===== config.mk =====
export PLATFORM = sky130hd
export DESIGN_NAME = reorder_buffer
export DESIGN_NICKNAME = d
export VERILOG_FILES = /design/src/rtl/reorder_buffer_pkg.sv /design/src/rtl/reorder_buffer_query.sv /design/src/rtl/reorder_buffer.sv
export SDC_FILE = /design/constraint.sdc
export NUM_CORES = 1
export LEC_CHECK = 0
export ABC_AREA = 1
export BUFFER_PORTS_ARGS = -buffer_cell sky130_fd_sc_hd__buf_4
export CORE_MARGIN = 2
export CORE_UTILIZATION = 25
export CTS_CLUSTER_DIAMETER = 100
export CTS_CLUSTER_SIZE = 30
export DETAILED_ROUTE_END_ITERATION = 8
export PLACE_DENSITY = 0.46
export SYNTH_ARGS = -nofsm -noshare
export SYNTH_HDL_FRONTEND = slang
export SYNTH_SLANG_ARGS = --single-unit

===== constraint.sdc =====
create_clock -name clk_in -period 5.42 [get_ports clk_in]
set_clock_uncertainty 0.15 [all_clocks]
set_input_delay 0.271 -clock clk_in [delete_from_list [all_inputs] [get_ports clk_in]]
set_output_delay 0.271 -clock clk_in [all_outputs]
set_load 0.03 [all_outputs]

===== src/rtl/reorder_buffer_pkg.sv =====
// Shared CPU constants and instruction-class encodings used by the
// dispatcher, reservation stations and the reorder buffer.
package reorder_buffer_pkg;

    localparam int DATA_W        = 32;
    localparam int REG_W         = 5;
    localparam int TYPE_W        = 2;
    localparam int ROB_WIDTH_DEF = 2;
    localparam int NON_DEP_DEF   = 1 << ROB_WIDTH_DEF;

    typedef enum logic [TYPE_W-1:0] {
        T_REG    = 2'd0,
        T_BRANCH = 2'd1,
        T_JALR   = 2'd2,
        T_STORE  = 2'd3
    } rob_type_e;

    // Entries whose result is a next-PC that must match the prediction.
    function automatic logic is_ctrl(input rob_type_e t);
        return (t == T_BRANCH) || (t == T_JALR);
    endfunction

endpackage


===== src/rtl/reorder_buffer_query.sv =====
// Operand lookup into the reorder buffer with same-cycle CDB bypass.
module rob_operand_query
    import reorder_buffer_pkg::*;
#(
    parameter int RoB_WIDTH = ROB_WIDTH_DEF,
    parameter int RoB_SIZE  = 1 << RoB_WIDTH,
    parameter int NON_DEP   = 1 << RoB_WIDTH
) (
    input  logic [RoB_SIZE-1:0]             ent_valid_i,
    input  logic [RoB_SIZE-1:0][DATA_W-1:0] ent_data_i,
    input  logic                            cdb_en_i,
    input  logic [RoB_WIDTH-1:0]            cdb_index_i,
    input  logic [DATA_W-1:0]               cdb_data_i,
    input  logic [RoB_WIDTH-1:0]            query_index_i,
    output logic                            query_ready_o,
    output logic [DATA_W-1:0]               query_data_o
);

    // The "no dependency" tag and indices past the last entry never hit storage.
    logic in_range;
    assign in_range = (32'(query_index_i) < RoB_SIZE) && (32'(query_index_i) != NON_DEP);

    // Stored value wins; otherwise forward the result being broadcast right now.
    always_comb begin
        query_ready_o = 1'b0;
        query_data_o  = '0;
        if (in_range && ent_valid_i[query_index_i]) begin
            query_ready_o = 1'b1;
            query_data_o  = ent_data_i[query_index_i];
        end else if (cdb_en_i && (cdb_index_i == query_index_i)) begin
            query_ready_o = 1'b1;
            query_data_o  = cdb_data_i;
        end
    end

endmodule


===== src/rtl/reorder_buffer.sv =====
// Circular reorder buffer: in-order allocate, out-of-order complete via CDB,
// in-order single retirement with branch/JALR misprediction flush.
module reorder_buffer
    import reorder_buffer_pkg::*;
#(
    parameter int RoB_WIDTH = ROB_WIDTH_DEF,
    parameter int RoB_SIZE  = 1 << RoB_WIDTH,
    parameter int NON_DEP   = 1 << RoB_WIDTH
) (
    input  logic                 clk_in,
    input  logic                 rst_in,
    input  logic                 rdy_in,
    input  logic                 alloc_en,
    input  logic [TYPE_W-1:0]    alloc_type,
    input  logic [REG_W-1:0]     alloc_rd,
    input  logic [DATA_W-1:0]    alloc_pc,
    input  logic [DATA_W-1:0]    alloc_pred_pc,
    output logic [RoB_WIDTH-1:0] alloc_index,
    output logic                 isFull,
    input  logic                 CDB_update_en,
    input  logic [RoB_WIDTH-1:0] CDB_update_index,
    input  logic [DATA_W-1:0]    CDB_update_data,
    input  logic [RoB_WIDTH-1:0] query_j_index,
    input  logic [RoB_WIDTH-1:0] query_k_index,
    output logic                 query_j_ready,
    output logic                 query_k_ready,
    output logic [DATA_W-1:0]    query_j_data,
    output logic [DATA_W-1:0]    query_k_data,
    output logic                 commit_en,
    output logic [RoB_WIDTH-1:0] commit_index,
    output logic                 commit_wr_en,
    output logic [REG_W-1:0]     commit_rd,
    output logic [DATA_W-1:0]    commit_data,
    output logic                 store_commit_en,
    output logic                 flush_signal,
    output logic [DATA_W-1:0]    flush_pc
);

    logic [RoB_WIDTH-1:0]            head_q, head_d, tail_q, tail_d;
    logic [RoB_WIDTH:0]              count_q, count_d;
    logic [RoB_SIZE-1:0]             busy_q, ready_q;
    logic                            clear_pend_q;
    rob_type_e                       type_q [RoB_SIZE];
    logic [REG_W-1:0]                rd_q   [RoB_SIZE];
    logic [DATA_W-1:0]               pc_q   [RoB_SIZE];
    logic [DATA_W-1:0]               pred_q [RoB_SIZE];
    logic [RoB_SIZE-1:0][DATA_W-1:0] data_q;

    logic                 commit_en_q, commit_wr_en_q, store_commit_en_q, flush_q;
    logic [RoB_WIDTH-1:0] commit_index_q;
    logic [REG_W-1:0]     commit_rd_q;
    logic [DATA_W-1:0]    commit_data_q, flush_pc_q;

    function automatic logic [RoB_WIDTH-1:0] wrap_inc(input logic [RoB_WIDTH-1:0] p);
        return (32'(p) == RoB_SIZE - 1) ? '0 : p + 1'b1;
    endfunction

    logic        do_alloc, do_retire, do_cdb, mispredict;
    rob_type_e   head_type;
    logic [DATA_W-1:0] head_data;

    // The whole cycle after a flush retirement is spent clearing, so it
    // neither retires nor accepts new work.
    assign isFull      = (count_q == (RoB_WIDTH+1)'(RoB_SIZE));
    assign alloc_index = tail_q;
    assign head_type   = type_q[head_q];
    assign head_data   = data_q[head_q];
    assign do_retire   = busy_q[head_q] && ready_q[head_q] && !clear_pend_q;
    assign do_alloc    = alloc_en && !isFull && !clear_pend_q;
    assign do_cdb      = CDB_update_en && busy_q[CDB_update_index] && !clear_pend_q;
    assign mispredict  = is_ctrl(head_type) && (head_data != pred_q[head_q]);

    // Pointer and occupancy next-state; alloc+retire together leave count alone.
    always_comb begin
        head_d  = head_q;
        tail_d  = tail_q;
        count_d = count_q;
        if (do_retire) head_d = wrap_inc(head_q);
        if (do_alloc)  tail_d = wrap_inc(tail_q);
        if (do_alloc && !do_retire)      count_d = count_q + 1'b1;
        else if (!do_alloc && do_retire) count_d = count_q - 1'b1;
    end

    // Control state and registered retirement outputs.
    always_ff @(posedge clk_in or negedge rst_in) begin
        if (!rst_in) begin
            head_q            <= '0;
            tail_q            <= '0;
            count_q           <= '0;
            busy_q            <= '0;
            ready_q           <= '0;
            clear_pend_q      <= 1'b0;
            commit_en_q       <= 1'b0;
            commit_wr_en_q    <= 1'b0;
            store_commit_en_q <= 1'b0;
            flush_q           <= 1'b0;
            commit_index_q    <= '0;
            commit_rd_q       <= '0;
            commit_data_q     <= '0;
            flush_pc_q        <= '0;
        end else if (rdy_in) begin
            commit_en_q       <= 1'b0;
            commit_wr_en_q    <= 1'b0;
            store_commit_en_q <= 1'b0;
            flush_q           <= 1'b0;
            if (clear_pend_q) begin
                head_q       <= '0;
                tail_q       <= '0;
                count_q      <= '0;
                busy_q       <= '0;
                ready_q      <= '0;
                clear_pend_q <= 1'b0;
            end else begin
                head_q  <= head_d;
                tail_q  <= tail_d;
                count_q <= count_d;
                if (do_cdb) ready_q[CDB_update_index] <= 1'b1;
                if (do_retire) begin
                    busy_q[head_q]    <= 1'b0;
                    ready_q[head_q]   <= 1'b0;
                    commit_en_q       <= 1'b1;
                    commit_index_q    <= head_q;
                    commit_rd_q       <= rd_q[head_q];
                    commit_data_q     <= (head_type == T_JALR) ? pc_q[head_q] + 32'd4 : head_data;
                    commit_wr_en_q    <= ((head_type == T_REG) || (head_type == T_JALR))
                                         && (rd_q[head_q] != '0);
                    store_commit_en_q <= (head_type == T_STORE);
                    if (mispredict) begin
                        flush_q      <= 1'b1;
                        flush_pc_q   <= head_data;
                        clear_pend_q <= 1'b1;
                    end
                end
                if (do_alloc) begin
                    busy_q[tail_q]  <= 1'b1;
                    ready_q[tail_q] <= 1'b0;
                end
            end
        end else begin
            commit_en_q       <= 1'b0;
            commit_wr_en_q    <= 1'b0;
            store_commit_en_q <= 1'b0;
            flush_q           <= 1'b0;
        end
    end

    // Entry payload; only meaningful while the matching busy bit is set.
    always_ff @(posedge clk_in) begin
        if (rdy_in && do_alloc) begin
            type_q[tail_q] <= rob_type_e'(alloc_type);
            rd_q[tail_q]   <= alloc_rd;
            pc_q[tail_q]   <= alloc_pc;
            pred_q[tail_q] <= alloc_pred_pc;
        end
        if (rdy_in && do_cdb) data_q[CDB_update_index] <= CDB_update_data;
    end

    assign commit_en       = commit_en_q;
    assign commit_index    = commit_index_q;
    assign commit_wr_en    = commit_wr_en_q;
    assign commit_rd       = commit_rd_q;
    assign commit_data     = commit_data_q;
    assign store_commit_en = store_commit_en_q;
    assign flush_signal    = flush_q;
    assign flush_pc        = flush_pc_q;

    rob_operand_query #(.RoB_WIDTH(RoB_WIDTH), .RoB_SIZE(RoB_SIZE), .NON_DEP(NON_DEP)) u_query_j (
        .ent_valid_i   (busy_q & ready_q),
        .ent_data_i    (data_q),
        .cdb_en_i      (CDB_update_en),
        .cdb_index_i   (CDB_update_index),
        .cdb_data_i    (CDB_update_data),
        .query_index_i (query_j_index),
        .query_ready_o (query_j_ready),
        .query_data_o  (query_j_data)
    );

    rob_operand_query #(.RoB_WIDTH(RoB_WIDTH), .RoB_SIZE(RoB_SIZE), .NON_DEP(NON_DEP)) u_query_k (
        .ent_valid_i   (busy_q & ready_q),
        .ent_data_i    (data_q),
        .cdb_en_i      (CDB_update_en),
        .cdb_index_i   (CDB_update_index),
        .cdb_data_i    (CDB_update_data),
        .query_index_i (query_k_index),
        .query_ready_o (query_k_ready),
        .query_data_o  (query_k_data)
    );

endmodule


; ---- Yosys cells after proc, flatten, opt, wreduce, memory -nomap -nowiden
; Memory sizes are Yosys's and may differ from the RTL's.
; Cells that the tools add are included.
[word_totals]
reg_bits = 219
latch_bits = 0
ramBits = 284
romBits = 0
in_bits = 114
output_inout_bits = 144
elab_cells = 157
mem_count = 4
[mem_list]
columns = memory, depth, width, read_ports, rd_clocked_by_memory_dff, wr, line
row1 = pc_q, 4, 32, 1, 0, 1, reorder_buffer.sv:45  ; logic [DATA_W-1:0] pc_q [RoB_SIZE];
row2 = pred_q, 4, 32, 1, 0, 1, reorder_buffer.sv:46  ; logic [DATA_W-1:0] pred_q [RoB_SIZE];
row3 = rd_q, 4, 5, 1, 0, 1, reorder_buffer.sv:44  ; logic [REG_W-1:0] rd_q [RoB_SIZE];
row4 = type_q, 4, 2, 1, 0, 1, reorder_buffer.sv:43  ; rob_type_e type_q [RoB_SIZE];
[classes]
add_sub_neg = 5
n_mul = 0
div_mod_pow = 0
order_cmp = 8
n_eq_ne = 9
n_shift = 0
n_mux = 71
bitwise = 9
n_reduce_logical = 33
[op_table]
columns = operator, count
row1 = $mux W32, 9
row2 = $bmux W32 S2, 3
row3 = $bwmux W128, 1
row4 = $demux W32 S2, 1
row5 = $mux W4, 13
row6 = $add A32 B3 Y32 const B, 1
row7 = $ne A32 B32 Y1, 1
row8 = $mux W1, 27
row9 = $logic_and A1 B1 Y1, 17
row10 = $and A4 B4 Y4, 4
row11 = $lt A2 B3 Y1 const B, 5
row12 = $mux W2, 6
row13 = $bmux W1 S2, 5
row14 = $mux W3, 3
row15 = $eq A2 B2 Y1 const B, 4
row16 = $not A4 Y4, 2
row17 = $or A4 B4 Y4, 2
row18 = $demux W1 S2, 3
row19 = $ge A2 B1 Y1 const B, 3
row20 = $reduce_and A2 Y1, 3
row21 = $reduce_bool A5 Y1, 1
row22 = $add A2 B1 Y2 const B, 2
row23 = $eq A2 B2 Y1, 2
row24 = $logic_not A1 Y1, 4
row25 = 11 further kinds, 13

; ---- Logic depth before layout (Yosys ltp)
; Gate-level depths: netlist (run 1).
[logic_depth]
ltp_word = 15
mapped_depth = 19
depth_no_buf = 16

; ---- By module
; A second synthesis (run 1) with hierarchy kept.
[unflattened]
cells_unflattened = 2942
hier_area_um2 = 25435.6
[modules_own_cells]
columns = mod, instances, cells_each, area_per_inst_um2, seq_area_each_um2
row1 = reorder_buffer, 1, 2202, 22142.5, 14649.0
row2 = rob_operand_query, 2, 370, 1646.6, 0.0

; ---- Worst setup path after synthesis (run 1)
; OpenSTA, ideal clock, no wires.
[synth_timing]
kind = reg2reg
startpoint = reg count_q[2]
endpoint = mem pc_q[0][0] (enable)
setup_time_ns = 0.501
arrival_time_ns = 3.869
required_ns = 4.769
setup_slack_ns = 0.900
stages_incl_launch_ff = 6
path_buffers = 0
synth_period_minus_slack_ns = 4.520
path_cell_list = dfrtp_1 > inv_1 > nor3_1 > nor2_1 > nand2_1 > nor2_1
[synth_between]
elab_chain_len = 7
[synth_rtl]
columns = element, line
row1 = "start, declared", reorder_buffer.sv:40  ; logic [RoB_WIDTH:0] count_q, count_d;
row2 = "start signal, assigned", reorder_buffer.sv:116  ; count_q <= count_d;
row3 = $eq A3 B3 Y1, reorder_buffer.sv:64  ; assign isFull = (count_q == (RoB_WIDTH+1)'(RoB_SIZE));
row4 = named net isFull, reorder_buffer.sv:19  ; output logic isFull,
row5 = $logic_not A1 Y1, reorder_buffer.sv:69  ; assign do_alloc = alloc_en && !isFull && !clear_pend_q;
row6 = $logic_and A1 B1 Y1 (2 in a row), reorder_buffer.sv:69
row7 = $logic_and A1 B1 Y1, reorder_buffer.sv:149  ; if (rdy_in && do_alloc) begin
row8 = $mux W1, reorder_buffer.sv:149
row9 = $mux W1 (implied by the code), reorder_buffer.sv:152  ; pc_q[tail_q] <= alloc_pc;
row10 = "end, declared", reorder_buffer.sv:45
; The timed path passes the listed nets, and every way through them passes these cells.

; ---- Final worst setup path (run 1)
[layout_timing]
startpoint = reg head_q[0]
endpoint = reg flush_pc_q[18] (netlist: flush_pc[18])
[layout_between]
elab_chain_len = 5
elab_cells_between_ends = 16
classes_between = eq/ne (3) / mux (6) / reduce/logical (5) / memory (2)
[layout_rtl]
columns = element, line
row1 = "start, declared", reorder_buffer.sv:39  ; logic [RoB_WIDTH-1:0] head_q, head_d, tail_q, tail_d;
row2 = "start signal, assigned", reorder_buffer.sv:87  ; head_q <= '0;
row3 = "start signal, assigned", reorder_buffer.sv:107  ; head_q <= '0;
row4 = "start signal, assigned", reorder_buffer.sv:114  ; head_q <= head_d;
row5 = "$bmux W32 S2, or another cell as far along", reorder_buffer.sv:67  ; assign head_data = data_q[head_q];
row6 = "$mux W32 (implied by the code), or another cell as far along", reorder_buffer.sv:67
row7 = "$ne A32 B32 Y1, or another cell as far along", reorder_buffer.sv:71  ; assign mispredict = is_ctrl(head_type) && (head_data != pred_q[head_q]);
row8 = "$logic_and A1 B1 Y1, on equally long branches", "reorder_buffer.sv:71, reorder_buffer.sv:68"
row9 = $reduce_and A4 Y1 (no line), -
row10 = "end signal, assigned", reorder_buffer.sv:130  ; flush_pc_q <= head_data;
row11 = "end, declared", reorder_buffer.sv:52  ; logic [DATA_W-1:0] commit_data_q, flush_pc_q;
; Several ways; a longest one is shown, not always the timed one. The select of a mux whose other input is x is not followed.
; A chain may end at the register's enable or synchronous reset.

==> results_tabular.tex, run 1 <==
\begin{tabular}{lr}
\hline
Metric & Value \\
\hline
\multicolumn{2}{l}{\textbf{Status}} \\
\quad Run status & complete, no violations \\
\multicolumn{2}{l}{\textbf{Route}} \\
\quad Detailed-route wire length per cell & 20.1 um \\
\quad Total via count after detailed routing & 19,903 \\
\quad DRC marker count from the first detailed-route iteration & 1,341 \\
\quad DRT Pass-1 Iters & 5 \\
\quad Number of nets with antenna violations after detailed routing & 0 \\
\quad Final wirelength & 87,100 um \\
\quad Detailed-route vias per instance & 4.60 \\
\quad \# DRC & 0 \\
\multicolumn{2}{l}{\textbf{Synthesis}} \\
\quad Number of unique standard cell types used by synthesis & 44 \\
\quad Cell type with the highest aggregate area in the netlist & edfxtp\_1 \\
\quad Total standard cell area after synthesis & 0.0247 mm\^{}2 \\
\quad Count of mapped cells out of synthesis & 2,746 \\
\quad Top cells by area, synth & edfxtp\_1 50\%, nand2\_1 15\%, dfrtp\_1 9.2\% \\
\quad Average footprint of a synthesized cell & 8.99 um\^{}2 \\
\quad Area fraction of the dominant cell type after synthesis & 0.501 \\
\quad Async set-or-reset flop fraction in the synthesized netlist & 0.181 \\
\quad EDFF count, synth & 412 \\
\quad Ys flop type & edfxtp\_1 \\
\quad Register bit total from synthesis & 503 \\
\quad Sequential share of the synthesized area & 0.593 \\
\quad Cell with the most instances after synthesis & nand2\_1 \\
\quad Count of warnings emitted by yosys & 0 \\
\quad Cell types with the highest counts after synthesis & 1,014 x nand2\_1, 412 x edfxtp\_1, 316 x nand3\_1 \\
\quad Post-Synthesis Net Count & 2,872 \\
\multicolumn{2}{l}{\textbf{STA}} \\
\quad Setup total negative slack & 0 ns \\
\quad Worst Max-Slew Pin Slew & 1.15 ns \\
\quad Fmax achieved & 254 MHz \\
\quad Worst Slack Setup Final & 1.48 ns \\
\quad RSZ-0062 raised after global routing & false \\
\quad Final Max Tran Viols & 0 \\
\quad Post-route fraction of the period consumed by the critical path & 0.727 \\
\quad Relative slew slack & 0.230 \\
\quad Setup Viol. Count Final & 0 \\
\quad Post-layout minimum cycle time & 3.94 ns \\
\quad Final hold viol count & 0 \\
\multicolumn{2}{l}{\textbf{Clock network}} \\
\quad Clock Tree Buf Depth & 3 \\
\quad Num CTS Buffers & 27 \\
\quad TritonCTS clock tree & yes \\
\quad Register clock-pin slew on the reported worst setup and hold paths & 0.12 ns \\
\quad Number of gates given a new drive strength after cts & 0 \\
\quad Setup Buffers After CTS & 0 \\
\quad Total number of H-tree levels & 1 \\
\quad Root buf cell & clkbuf\_16 \\
\quad Number of clock sinks & 503 \\
\quad Clock latency on the worst-skew pair & 0.63 ns \\
\multicolumn{2}{l}{\textbf{Worst setup path}} \\
\quad Kind of end point of the critical path & flop \\
\quad Start of the worst register-to-register path & head\_q[0]\$\_DFFE\_PN0P\_ \\
\quad Cells on worst reg2reg path & 9 \\
\quad Critical path class & flop to flop \\
\quad Worst reg-to-reg setup slack & 1.48 ns \\
\quad Critical R2R Capture & flush\_pc[18]\$\_DFFE\_PN0P\_ \\
\quad Setup crit start kind & flop \\
\quad Worst-path fanout max & 108 \\
\quad Worst EP required & 5.75 ns \\
\quad Data arrival time at the worst-slack endpoint & 4.27 ns \\
\multicolumn{2}{l}{\textbf{Layout}} \\
\quad Layout area overhead & 21.2\% \\
\quad Number of standard cells in the final layout excluding fillers & 4,327 \\
\quad Nets & 3,143 \\
\quad Post-Layout Inst Area & 0.0299 mm\^{}2 \\
\quad Share of final-layout standard cells stronger than drive strength 1 & 0.124 \\
\multicolumn{2}{l}{\textbf{Global route}} \\
\quad Grt total ovfl & 0 \\
\quad First-pass GRT wire length & 129,000 um \\
\quad Number of antenna violations at the first check in global routing & 10 \\
\quad Global routing usage summed across all routing layers & 0.168 \\
\quad Largest net degree at the start of global routing & 119 \\
\quad Vias in the first global route & 19,157 \\
\multicolumn{2}{l}{\textbf{Die}} \\
\quad Core region area & 0.0981 mm\^{}2 \\
\quad Die height & 318 um \\
\quad Core Rows & 115 \\
\quad Effective utilization at floorplan & 0.252 \\
\quad Die Span X & 318 um \\
\quad Die Area & 0.101 mm\^{}2 \\
\quad Boundary Pins & 258 \\
\multicolumn{2}{l}{\textbf{Place}} \\
\quad Placer Congestion & 0.841 \\
\quad Instance area at placement & 0.0279 mm\^{}2 \\
\quad Setup slack at placement & 1.48 ns \\
\quad Inst Count DP & 4,165 \\
\quad Post-DP HPWL & 60,700 um \\
\quad IO Port Bufs & 257 \\
\multicolumn{2}{l}{\textbf{Job}} \\
\quad Max cap viols & 0 \\
\multicolumn{2}{l}{\textbf{Power}} \\
\quad Power density over the cells & 460 mW/mm\^{}2 \\
\quad Final total power & 13.8 mW \\
\quad Pleak & 12.4 nW \\
\quad Maximum vdd ir drop & 0.247 mV \\
\multicolumn{2}{l}{\textbf{Hold path}} \\
\quad Worst hold path class & input port to async pin \\
\hline
\end{tabular}
-- report_power, final --
group / switching [mW] / internal, mW / total, mW
Combinational: 4.36 / 1.76 / 6.12
Sequential: 0.397 / 4.75 / 5.15
Clock: 1.48 / 1.02 / 2.50
Total: 6.23 / 7.53 / 13.8
-- cell usage in the layout (no fill, tap or decap), types with 4 or more instances in the layout --
| master | instances |
|---|---|
| xor2_1 | 7 |
| o21ai_1 | 5 |
| buf_4 | 287 |
| o22ai_1 | 9 |
| xnor2_1 | 6 |
| edfxtp_1 | 412 |
| nor2_2 | 12 |
| nand4_1 | 12 |
| clkbuf_16 | 27 |
| a32o_1 | 17 |
| nand2_1 | 1013 |
| inv_6 | 5 |
| clkinv_1 | 5 |
| nor2_1 | 80 |
| o211ai_1 | 7 |
| or2_2 | 7 |
| buf_12 | 8 |
| a21oi_1 | 152 |
| dfrtp_1 | 89 |
| ha_1 | 11 |
| nand3_1 | 316 |
| a2bb2oi_1 | 4 |
| dlygate4sd3_1 | 110 |
| a21boi_1 | 4 |
| nor2_4 | 6 |
| inv_1 | 165 |
| o21ai_0 | 212 |
| clkinv_8 | 4 |
-- registers in the layout (all words and copies together) (netlist names) --
| signal | count |
|---|---|
| data_q | 128 |
| pc_q | 128 |
| pred_q | 128 |
| commit_data | 32 |
| flush_pc | 32 |
| rd_q | 20 |
| type_q | 8 |
| commit_rd | 5 |
| busy_q | 4 |
| ready_q | 4 |
| count_q | 3 |
| alloc_index | 2 |
| commit_index | 2 |
| head_q | 2 |
| clear_pend_q | 1 |
| commit_en | 1 |
| commit_wr_en | 1 |
| flush_signal | 1 |
| store_commit_en | 1 |
-- worst max-delay path, cell delays in order (launching register included) --
cell	delay (ns)
dfrtp_4	0.67
inv_6	0.72
nand2_1	0.11
a32oi_1	0.28
inv_1	0.09
ha_1	0.35
nor2_2	0.48
nand2_2	0.61
nand2_1	0.20
nand2_1	0.08
-- layer usage --
metal  global-route usage  vias to the layer above  wire length [um]  share of wire
met1                0.227                     9626             39700           0.46
met4               0.0336                       14              1580          0.018
met5                    0                        -               101         0.0012
met3               0.0260                       80              4090          0.047
li1                     -                     9782                 -              -
met2                0.284                      401             41600           0.48
-- final cells by class --
| type | instances | area, um^2 |
|---|---|---|
| Antenna cell | 3 | 7.51 |
| Sequential cell | 503 | 14700 |
| Clock buffer | 30 | 687 |
| Clock inverter | 19 | 265 |
| Inverter | 171 | 649 |
| Tap cell | 1287 | 1610 |
| Fill cell | 10289 | 68200 |
| Multi-Input combinational cell | 1909 | 8640 |
| Timing Repair Buffer | 405 | 3420 |
-- repair_timing --
item	in CTS	in global routing
hold endpoints to repair	457	0
hold buffers	110	0
endpoints found under the setup margin	0	0
-- stage by stage --
stage / hold WS [ns] / utilization
after floorplan: -0.175 / -
after global placement: 0.138 / 0.284
after detailed placement: 0.138 / 0.284
after CTS: 0.0199 / 0.305
after global routing: 0.0417 / 0.305
final: 0.0142 / 0.305
-- logic make-up after synthesis --
| group | after synthesis | share of synthesized area |
|---|---|---|
| and+or+nand+nor | 1458 | 0.242 |
| DFF | 503 | 0.593 |
| AOI/OAI and AO/OA | 426 | 0.0936 |
| buffers and inverters | 334 | 0.0599 |
| xor gates and xnor gates | 13 | 0.00461 |
| adders and majority gates | 12 | 0.00639 |
-- worst max path at each step --
| stage | startpoint | endpoint | slack (ns) |
|---|---|---|---|
| global placement | head_q[0]$_DFFE_PN0P_ | flush_pc[18]$_DFFE_PN0P_ | 1.56 |
| detailed placement | head_q[0]$_DFFE_PN0P_ | flush_pc[30]$_DFFE_PN0P_ | 1.48 |
| floorplan | count_q[2]$_DFFE_PN0P_ | pc_q[0][0]$_DFFE_PP_ | 0.90 |
| finish | head_q[0]$_DFFE_PN0P_ | flush_pc[18]$_DFFE_PN0P_ | 1.48 |
| CTS | head_q[0]$_DFFE_PN0P_ | flush_pc[18]$_DFFE_PN0P_ | 1.46 |
| global route | head_q[0]$_DFFE_PN0P_ | flush_pc[18]$_DFFE_PN0P_ | 1.11 |
Note: power is estimated with default switching activity, not from simulation.
==> inputs of run 2 (changes only) <==
--- a/config.mk
+++ b/config.mk
@@ -5,14 +5,14 @@
 export SDC_FILE = /design/constraint.sdc
 export NUM_CORES = 1
 export LEC_CHECK = 0
-export ABC_AREA = 1
+export ABC_AREA = 0
 export BUFFER_PORTS_ARGS = -buffer_cell sky130_fd_sc_hd__buf_4
 export CORE_MARGIN = 2
 export CORE_UTILIZATION = 25
 export CTS_CLUSTER_DIAMETER = 100
 export CTS_CLUSTER_SIZE = 30
 export DETAILED_ROUTE_END_ITERATION = 8
-export PLACE_DENSITY = 0.46
+export PLACE_DENSITY = 0.47
 export SYNTH_ARGS = -nofsm -noshare
 export SYNTH_HDL_FRONTEND = slang
 export SYNTH_SLANG_ARGS = --single-unit
==> constraint.sdc (replaced) <==
create_clock -name clk_in -period 4.1 [get_ports clk_in]
set_clock_uncertainty 0.15 [all_clocks]
set_input_delay 0.205 -clock clk_in [delete_from_list [all_inputs] [get_ports clk_in]]
set_output_delay 0.205 -clock clk_in [all_outputs]
set_load 0.03 [all_outputs]
==> run 2 against run 1 <==
Sequential power is 36% higher. Clock power is 20% higher. Non-clock buffer count is 20 higher. Global-route usage is 1.0 points lower. Worst hold slack better by 0.18 ns. Sequential cell count stayed put. Critical path type unchanged. Largest cell class unchanged. Largest power group is now sequential cells.
==> results_tabular.tex, run 2 <==
\begin{tabular}{lr}
\hline
Metric & Value \\
\hline
\multicolumn{2}{l}{\textbf{Layout}} \\
\quad Nets & 1,848 \\
\quad Layout area overhead & 24.9\% \\
\quad Number of filler instances in the final layout & 8,614 \\
\quad Register area & 0.0147 mm\^{}2 \\
\quad Largest registers & data\_q x128, pc\_q x128, pred\_q x128 \\
\quad Final core occ & 0.316 \\
\quad Multi-input gate area & 0.00731 mm\^{}2 \\
\quad Share of final-layout standard cells stronger than drive strength 1 & 0.312 \\
\quad Highest-count cells in the layout ignoring fill and taps & 412 x edfxtp\_1, 300 x buf\_4, 188 x nand2\_1, 171 x mux4\_2, 112 x dlygate4sd3\_1 \\
\quad Most frequent standard cell in the layout excluding fill and tap cells & edfxtp\_1 \\
\multicolumn{2}{l}{\textbf{Global route}} \\
\quad Global routing usage summed across all routing layers & 0.158 \\
\quad Number of antenna violations at the first check in global routing & 13 \\
\quad Largest net degree at the start of global routing & 50 \\
\quad First-pass GRT wire length & 104,000 um \\
\quad Grt total ovfl & 0 \\
\quad Vias in the first global route & 14,248 \\
\multicolumn{2}{l}{\textbf{Power}} \\
\quad Clk pwr share & 0.184 \\
\quad Power share of the sequential group & 0.430 \\
\quad Power density over the cells & 581 mW/mm\^{}2 \\
\quad Internal cell power & 10.0 mW \\
\quad Sw frac & 0.382 \\
\quad Power share of the combinational group & 0.386 \\
\quad Maximum vdd ir drop & 0.300 mV \\
\quad Pleak & 9.77 nW \\
\quad Switching power & 6.22 mW \\
\multicolumn{2}{l}{\textbf{Worst setup path}} \\
\quad Worst EP required & 4.44 ns \\
\quad Setup crit start kind & flop \\
\quad Kind of end point of the critical path & flop \\
\quad Data arrival time at the worst-slack endpoint & 4.05 ns \\
\quad Critical path class & flop to flop \\
\quad Start of the worst register-to-register path & head\_q[0]\$\_DFFE\_PN0P\_ \\
\quad Worst-path fanout max & 28 \\
\quad Launch point of the worst path & head\_q[0]\$\_DFFE\_PN0P\_ \\
\multicolumn{2}{l}{\textbf{Die}} \\
\quad Boundary Pins & 258 \\
\quad Die height & 303 um \\
\quad Core region area & 0.0885 mm\^{}2 \\
\quad Effective utilization at floorplan & 0.253 \\
\quad Die Span X & 303 um \\
\quad Die Area & 0.0920 mm\^{}2 \\
\quad Core Rows & 109 \\
\multicolumn{2}{l}{\textbf{Synthesis}} \\
\quad Simple-gate share of the synthesized area & 0.0617 \\
\quad Share of cell area taken by muxes after synthesis & 0.193 \\
\quad Ys flop type & edfxtp\_1 \\
\quad Area fraction of the dominant cell type after synthesis & 0.553 \\
\quad Compound-cell area share of the yosys netlist & 0.0420 \\
\quad Top cells by area, synth & edfxtp\_1 55\%, mux4\_2 17\%, dfrtp\_1 10\% \\
\quad EDFF count, synth & 412 \\
\quad Post-Synthesis Net Count & 1,486 \\
\quad XOR/XNOR share of the synthesized area & 0.0207 \\
\quad Count of warnings emitted by yosys & 0 \\
\quad Adder-cell share of the synthesized area & 0.00704 \\
\quad Sequential share of the synthesized area & 0.654 \\
\quad Async set-or-reset flop fraction in the synthesized netlist & 0.181 \\
\quad Cell type with the highest aggregate area in the netlist & edfxtp\_1 \\
\quad Register bit total from synthesis & 503 \\
\quad Total standard cell area after synthesis & 0.0224 mm\^{}2 \\
\quad Cell types with the highest counts after synthesis & 412 x edfxtp\_1, 189 x nand2\_1, 171 x mux4\_2 \\
\quad Average footprint of a synthesized cell & 16.5 um\^{}2 \\
\quad Cell with the most instances after synthesis & edfxtp\_1 \\
\quad Largest family of logic cells by synthesized area & multiplexers \\
\quad Number of unique standard cell types used by synthesis & 48 \\
\quad Count of mapped cells out of synthesis & 1,360 \\
\multicolumn{2}{l}{\textbf{Clock network}} \\
\quad Root buf cell & clkbuf\_16 \\
\quad Clock Tree Buf Depth & 3 \\
\quad Setup Buffers After CTS & 0 \\
\quad TritonCTS clock tree & yes \\
\quad Number of gates given a new drive strength after cts & 0 \\
\quad Total number of H-tree levels & 1 \\
\quad Number of clock sinks & 503 \\
\quad Clock latency on the worst-skew pair & 0.58 ns \\
\quad Register clock-pin slew on the reported worst setup and hold paths & 0.12 ns \\
\quad Hold-fix buffer count after cts & 113 \\
\quad Num CTS Buffers & 24 \\
\multicolumn{2}{l}{\textbf{STA}} \\
\quad Worst Hold Slack & 0.198 ns \\
\quad Final hold viol count & 0 \\
\quad Setup Viol. Count Final & 0 \\
\quad Post-layout minimum cycle time & 3.71 ns \\
\quad RSZ-0062 raised after global routing & false \\
\quad Post-route fraction of the period consumed by the critical path & 0.905 \\
\quad Final Max Tran Viols & 0 \\
\quad Relative slew slack & 0.452 \\
\quad Setup total negative slack & 0 ns \\
\quad Worst Max-Slew Pin Slew & 0.822 ns \\
\quad Fmax achieved & 269 MHz \\
\multicolumn{2}{l}{\textbf{Route}} \\
\quad DRT Pass-1 Iters & 5 \\
\quad Total via count after detailed routing & 13,846 \\
\quad \# DRC & 0 \\
\quad Detailed-route wire length per cell & 25.3 um \\
\quad Detailed-route vias per instance & 4.76 \\
\quad DRC marker count from the first detailed-route iteration & 1,299 \\
\quad Final wirelength & 73,500 um \\
\quad Number of nets with antenna violations after detailed routing & 0 \\
\multicolumn{2}{l}{\textbf{Hold path}} \\
\quad Worst hold path class & input port to flop \\
\quad Start point of the worst hold path & alloc\_pc[20] \\
\multicolumn{2}{l}{\textbf{Job}} \\
\quad Max cap viols & 0 \\
\multicolumn{2}{l}{\textbf{Place}} \\
\quad Post-DP HPWL & 53,400 um \\
\quad Placer Congestion & 0.804 \\
\quad IO Port Bufs & 257 \\
\multicolumn{2}{l}{\textbf{Status}} \\
\quad Run status & complete, no violations \\
\hline
\end{tabular}
run 2: cells by family after synthesis:
kind of cell	count (synthesis)
flops	503
simple gates	310
mux	213
compound gates	164
buf+inv	105
xor+xnor	53
fa+ha+maj	12
run 2: through the flow:
step	cells	cell area (um^2)	setup slack, ns	power (mW)
after floorplan	1360	22400	0.341	10.6
after global placement	2748	26000	0.349	13.3
after detailed placement	2748	26000	0.384	13.4
after CTS	2905	28000	0.352	16.5
after global routing	2908	28000	0.157	17.0
final	2909	28000	0.389	16.3
run 2: worst max-delay path, stage by stage (launching register included):
cell and delay, ns:
dfrtp_4 0.76, buf_12 0.27, buf_12 0.22, mux4_2 0.57, xor2_1 0.20, nor4_1 0.38, nand4_1 0.20, o21ai_4 0.22
buf_12 0.23, mux2_1 0.35
run 2: worst paths after layout:
kind	slack [ns]	depth (start not counted)	to
setup / recovery	0.39	9	flush_pc[31]$_DFFE_PN0P_
hold / removal	0.20	2	pc_q[3][20]$_DFFE_PP_
setup reg to reg	0.39	9	flush_pc[31]$_DFFE_PN0P_
hold reg to reg	0.34	2	commit_rd[0]$_DFFE_PN0P_
max in group asynchronous	2.75	4	commit_data[17]$_DFFE_PN0P_
min in group asynchronous	0.56	4	commit_data[2]$_DFFE_PN0P_
run 2: layout make-up:
cell class / count / area share
flip-flops and latches: 503 / 0.524
well taps: 1165 / 0.0521
multi-input cells: 752 / 0.262
diodes: 4 / 0.000358
clock buffers: 30 / 0.0230
clock inverters: 14 / 0.00671
repair buffers: 425 / 0.130
inverters: 16 / 0.00215
run 2: metal layers:
layer / vias to the layer above / global-route usage / part of all wire
met5: - / 0 / 0.0013
met4: 14 / 0.0296 / 0.017
met3: 62 / 0.0283 / 0.055
met2: 393 / 0.261 / 0.48
met1: 7331 / 0.218 / 0.44
li1: 6046 / - / -
run 2: power by group through the flow:
stage                     Sequential [mW]  Clock (mW)  Combinational (mW)
after floorplan                      7.31           0                3.25
after global placement               7.10           0                6.24
after detailed placement             7.12           0                6.28
after CTS                            7.01        3.09                6.39
after global routing                 7.07        3.26                6.71
final                                6.99        3.00                6.27
==> inputs of run 3 (changes only) <==
--- a/config.mk
+++ b/config.mk
@@ -9,10 +9,12 @@
 export BUFFER_PORTS_ARGS = -buffer_cell sky130_fd_sc_hd__buf_4
 export CORE_MARGIN = 2
 export CORE_UTILIZATION = 25
+export CTS_BUF_LIST = sky130_fd_sc_hd__clkbuf_4 sky130_fd_sc_hd__clkbuf_8 sky130_fd_sc_hd__clkbuf_16
 export CTS_CLUSTER_DIAMETER = 100
 export CTS_CLUSTER_SIZE = 30
 export DETAILED_ROUTE_END_ITERATION = 8
-export PLACE_DENSITY = 0.47
+export PLACE_DENSITY = 0.48
+export SLEW_MARGIN = 20
 export SYNTH_ARGS = -nofsm -noshare
 export SYNTH_HDL_FRONTEND = slang
 export SYNTH_SLANG_ARGS = --single-unit
==> constraint.sdc (replaced) <==
create_clock -name clk_in -period 3.1 [get_ports clk_in]
set_clock_uncertainty 0.15 [all_clocks]
set_input_delay 0.155 -clock clk_in [delete_from_list [all_inputs] [get_ports clk_in]]
set_output_delay 0.155 -clock clk_in [all_outputs]
set_load 0.03 [all_outputs]
==> run 3 against run 2 <==
The flow now finishes with violations (negative hold slack, negative setup slack). Power is 42% higher. Clock power rose by 45%. Sequential cell count did not move. Sequential power increased by 30%. Wire length increased by 3.6%. Core utilization grew 1.5 points. Fmax up 14%. Non-clock buffer count rose by 95. First-iteration DRC count down 1.7%. Die area unchanged. Critical path depth grew 2. Critical path type unchanged. Largest power group is now combinational logic.
==> results_tabular.tex, run 3 (synthesis results as in run 2) <==
\begin{tabular}{lr}
\hline
Metric & Value \\
\hline
\multicolumn{2}{l}{\textbf{Layout}} \\
\quad Layout area overhead & 30.7\% \\
\quad Highest-count cells in the layout ignoring fill and taps & 412 x edfxtp\_1, 370 x buf\_4, 188 x nand2\_1, 173 x mux4\_2, 110 x dlygate4sd3\_1 \\
\quad Post-Layout Inst Area & 0.0293 mm\^{}2 \\
\quad Most frequent standard cell in the layout excluding fill and tap cells & edfxtp\_1 \\
\quad Largest registers & data\_q x128, pc\_q x128, pred\_q x128 \\
\quad Nets & 1,947 \\
\quad Number of filler instances in the final layout & 8,552 \\
\quad Share of final-layout standard cells stronger than drive strength 1 & 0.366 \\
\quad Number of standard cells in the final layout excluding fillers & 3,013 \\
\quad Register area & 0.0147 mm\^{}2 \\
\quad Final core occ & 0.331 \\
\quad Multi-input gate area & 0.00747 mm\^{}2 \\
\multicolumn{2}{l}{\textbf{Clock network}} \\
\quad Clock Tree Buf Depth & 3 \\
\quad Num CTS Buffers & 26 \\
\quad Register clock-pin slew on the reported worst setup and hold paths & 0.10 ns \\
\quad TritonCTS clock tree & yes \\
\quad Total number of H-tree levels & 1 \\
\quad Number of clock sinks & 503 \\
\quad Root buf cell & clkbuf\_16 \\
\quad Clock latency on the worst-skew pair & 0.60 ns \\
\multicolumn{2}{l}{\textbf{Die}} \\
\quad Effective utilization at floorplan & 0.253 \\
\quad Die Span X & 303 um \\
\quad Core region area & 0.0885 mm\^{}2 \\
\quad Boundary Pins & 258 \\
\quad Die Area & 0.0920 mm\^{}2 \\
\quad Die height & 303 um \\
\quad Core Rows & 109 \\
\multicolumn{2}{l}{\textbf{Route}} \\
\quad DRT Pass-1 Iters & 6 \\
\quad Number of nets with antenna violations after detailed routing & 0 \\
\quad Final wirelength & 76,100 um \\
\quad DRC marker count from the first detailed-route iteration & 1,277 \\
\quad Detailed-route wire length per cell & 25.3 um \\
\quad Detailed-route vias per instance & 4.75 \\
\quad \# DRC & 0 \\
\quad Total via count after detailed routing & 14,310 \\
\multicolumn{2}{l}{\textbf{Power}} \\
\quad Switching power & 8.63 mW \\
\quad Pleak & 10.5 nW \\
\quad Clk pwr share & 0.189 \\
\quad Sw frac & 0.375 \\
\quad Internal cell power & 14.4 mW \\
\quad Power share of the combinational group & 0.416 \\
\quad Power share of the sequential group & 0.396 \\
\quad Power density over the cells & 786 mW/mm\^{}2 \\
\quad Maximum vdd ir drop & 0.520 mV \\
\multicolumn{2}{l}{\textbf{Worst setup path}} \\
\quad Setup crit start kind & flop \\
\quad Launch point of the worst path & head\_q[0]\$\_DFFE\_PN0P\_ \\
\quad Worst EP required & 3.44 ns \\
\quad Worst-path fanout max & 17 \\
\quad Data arrival time at the worst-slack endpoint & 3.60 ns \\
\quad Critical path class & flop to flop \\
\quad Start of the worst register-to-register path & head\_q[0]\$\_DFFE\_PN0P\_ \\
\quad Kind of end point of the critical path & flop \\
\multicolumn{2}{l}{\textbf{STA}} \\
\quad Final hold viol count & 1 \\
\quad Worst Slack Setup Final & -0.169 ns \\
\quad Post-route fraction of the period consumed by the critical path & 1.05 \\
\quad RSZ-0062 raised after global routing & true \\
\quad Fmax achieved & 306 MHz \\
\quad Worst Max-Slew Pin Slew & 0.859 ns \\
\quad Final Max Tran Viols & 0 \\
\quad Post-layout minimum cycle time & 3.27 ns \\
\quad Setup Viol. Count Final & 33 \\
\quad Relative slew slack & 0.427 \\
\quad Worst Hold Slack & -0.00712 ns \\
\multicolumn{2}{l}{\textbf{Place}} \\
\quad Placer Congestion & 0.778 \\
\quad Post-DP HPWL & 53,400 um \\
\quad Instance area at placement & 0.0266 mm\^{}2 \\
\quad IO Port Bufs & 257 \\
\quad Setup slack at placement & -0.246 ns \\
\quad Inst Count DP & 2,812 \\
\multicolumn{2}{l}{\textbf{Global route}} \\
\quad Vias in the first global route & 14,479 \\
\quad First-pass GRT wire length & 106,000 um \\
\quad Grt total ovfl & 0 \\
\quad Number of antenna violations at the first check in global routing & 22 \\
\quad Largest net degree at the start of global routing & 73 \\
\quad Global routing usage summed across all routing layers & 0.161 \\
\multicolumn{2}{l}{\textbf{Job}} \\
\quad Max cap viols & 0 \\
\multicolumn{2}{l}{\textbf{Status}} \\
\quad Violated checks & negative hold slack, negative setup slack \\
\quad Run status & finished with violations \\
\multicolumn{2}{l}{\textbf{Hold path}} \\
\quad Worst hold path class & input port to async pin \\
\hline
\end{tabular}
==> run 3: path summary, 6_finish.rpt <==
check / slack, ns / end / cells after the start
max: -0.17 / flush_pc[24]$_DFFE_PN0P_ / 11
min: -0.007 / commit_data[0]$_DFFE_PN0P_ / 2
max reg2reg: -0.17 / flush_pc[24]$_DFFE_PN0P_ / 11
min reg2reg: 0.34 / commit_rd[2]$_DFFE_PN0P_ / 2
max in group asynchronous: 2.01 / ready_q[1]$_DFFE_PN0P_ / 3
min in group clk_in: 0.14 / pc_q[3][24]$_DFFE_PP_ / 2
==> run 3: power by group through the flow <==
stage          sequential, mW  combinational (mW)  clock [mW]
5_1_grt                  9.19                10.2        4.68
6_report                 9.11                9.57        4.34
3_3_place_gp             9.25                8.79           0
4_1_cts                  9.13                9.18        4.46
2_1_floorplan            9.66                4.30           0
3_5_place_dp             9.28                8.86           0
==> run 3: metrics by stage <==
step | TNS, ns | power [mW]
floorplan | 0 | 14.0
global placement | -9.82 | 18.0
CTS | -5.06 | 22.8
global route | -7.01 | 24.1
finish | -4.52 | 23.0
detailed placement | -8.28 | 18.1
==> run 3: worst max-delay path, cell delays in order (launching register included) <==
cell,delay [ns]
dfrtp_4,0.52
buf_8,0.16
buf_12,0.14
buf_4,0.13
mux4_2,0.53
xor2_2,0.20
nor4_4,0.20
nand4_1,0.14
buf_4,0.17
o21ai_4,0.24
buf_12,0.22
mux2_1,0.34
==> run 3: repair_timing <==
action / 4_1_cts / 5_1_grt
setup endpoints to repair: 89 / 61
gates resized for setup: 14 / 46
hold buffers: 110 / 0
hold endpoints to repair: 509 / 0
cloned: 2 / 5
setup buffers: 8 / 21
pin swaps: 1 / 4
==> run 3: cell type report <==
cell class | instances | share of cell area
diodes | 7 | 0.000599
flip-flops and latches | 503 | 0.501
clock inverters | 15 | 0.00812
clock buffers | 33 | 0.0246
repair buffers | 520 | 0.159
multi-input cells | 754 | 0.255
well taps | 1165 | 0.0498
inverters | 16 | 0.00205
==> run 3: per-layer routing <==
metal | routed length [um] | GRT usage
met4 | 1380 | 0.0287
met1 | 33700 | 0.227
met5 | 124 | 0
met3 | 4110 | 0.0230
met2 | 36700 | 0.266
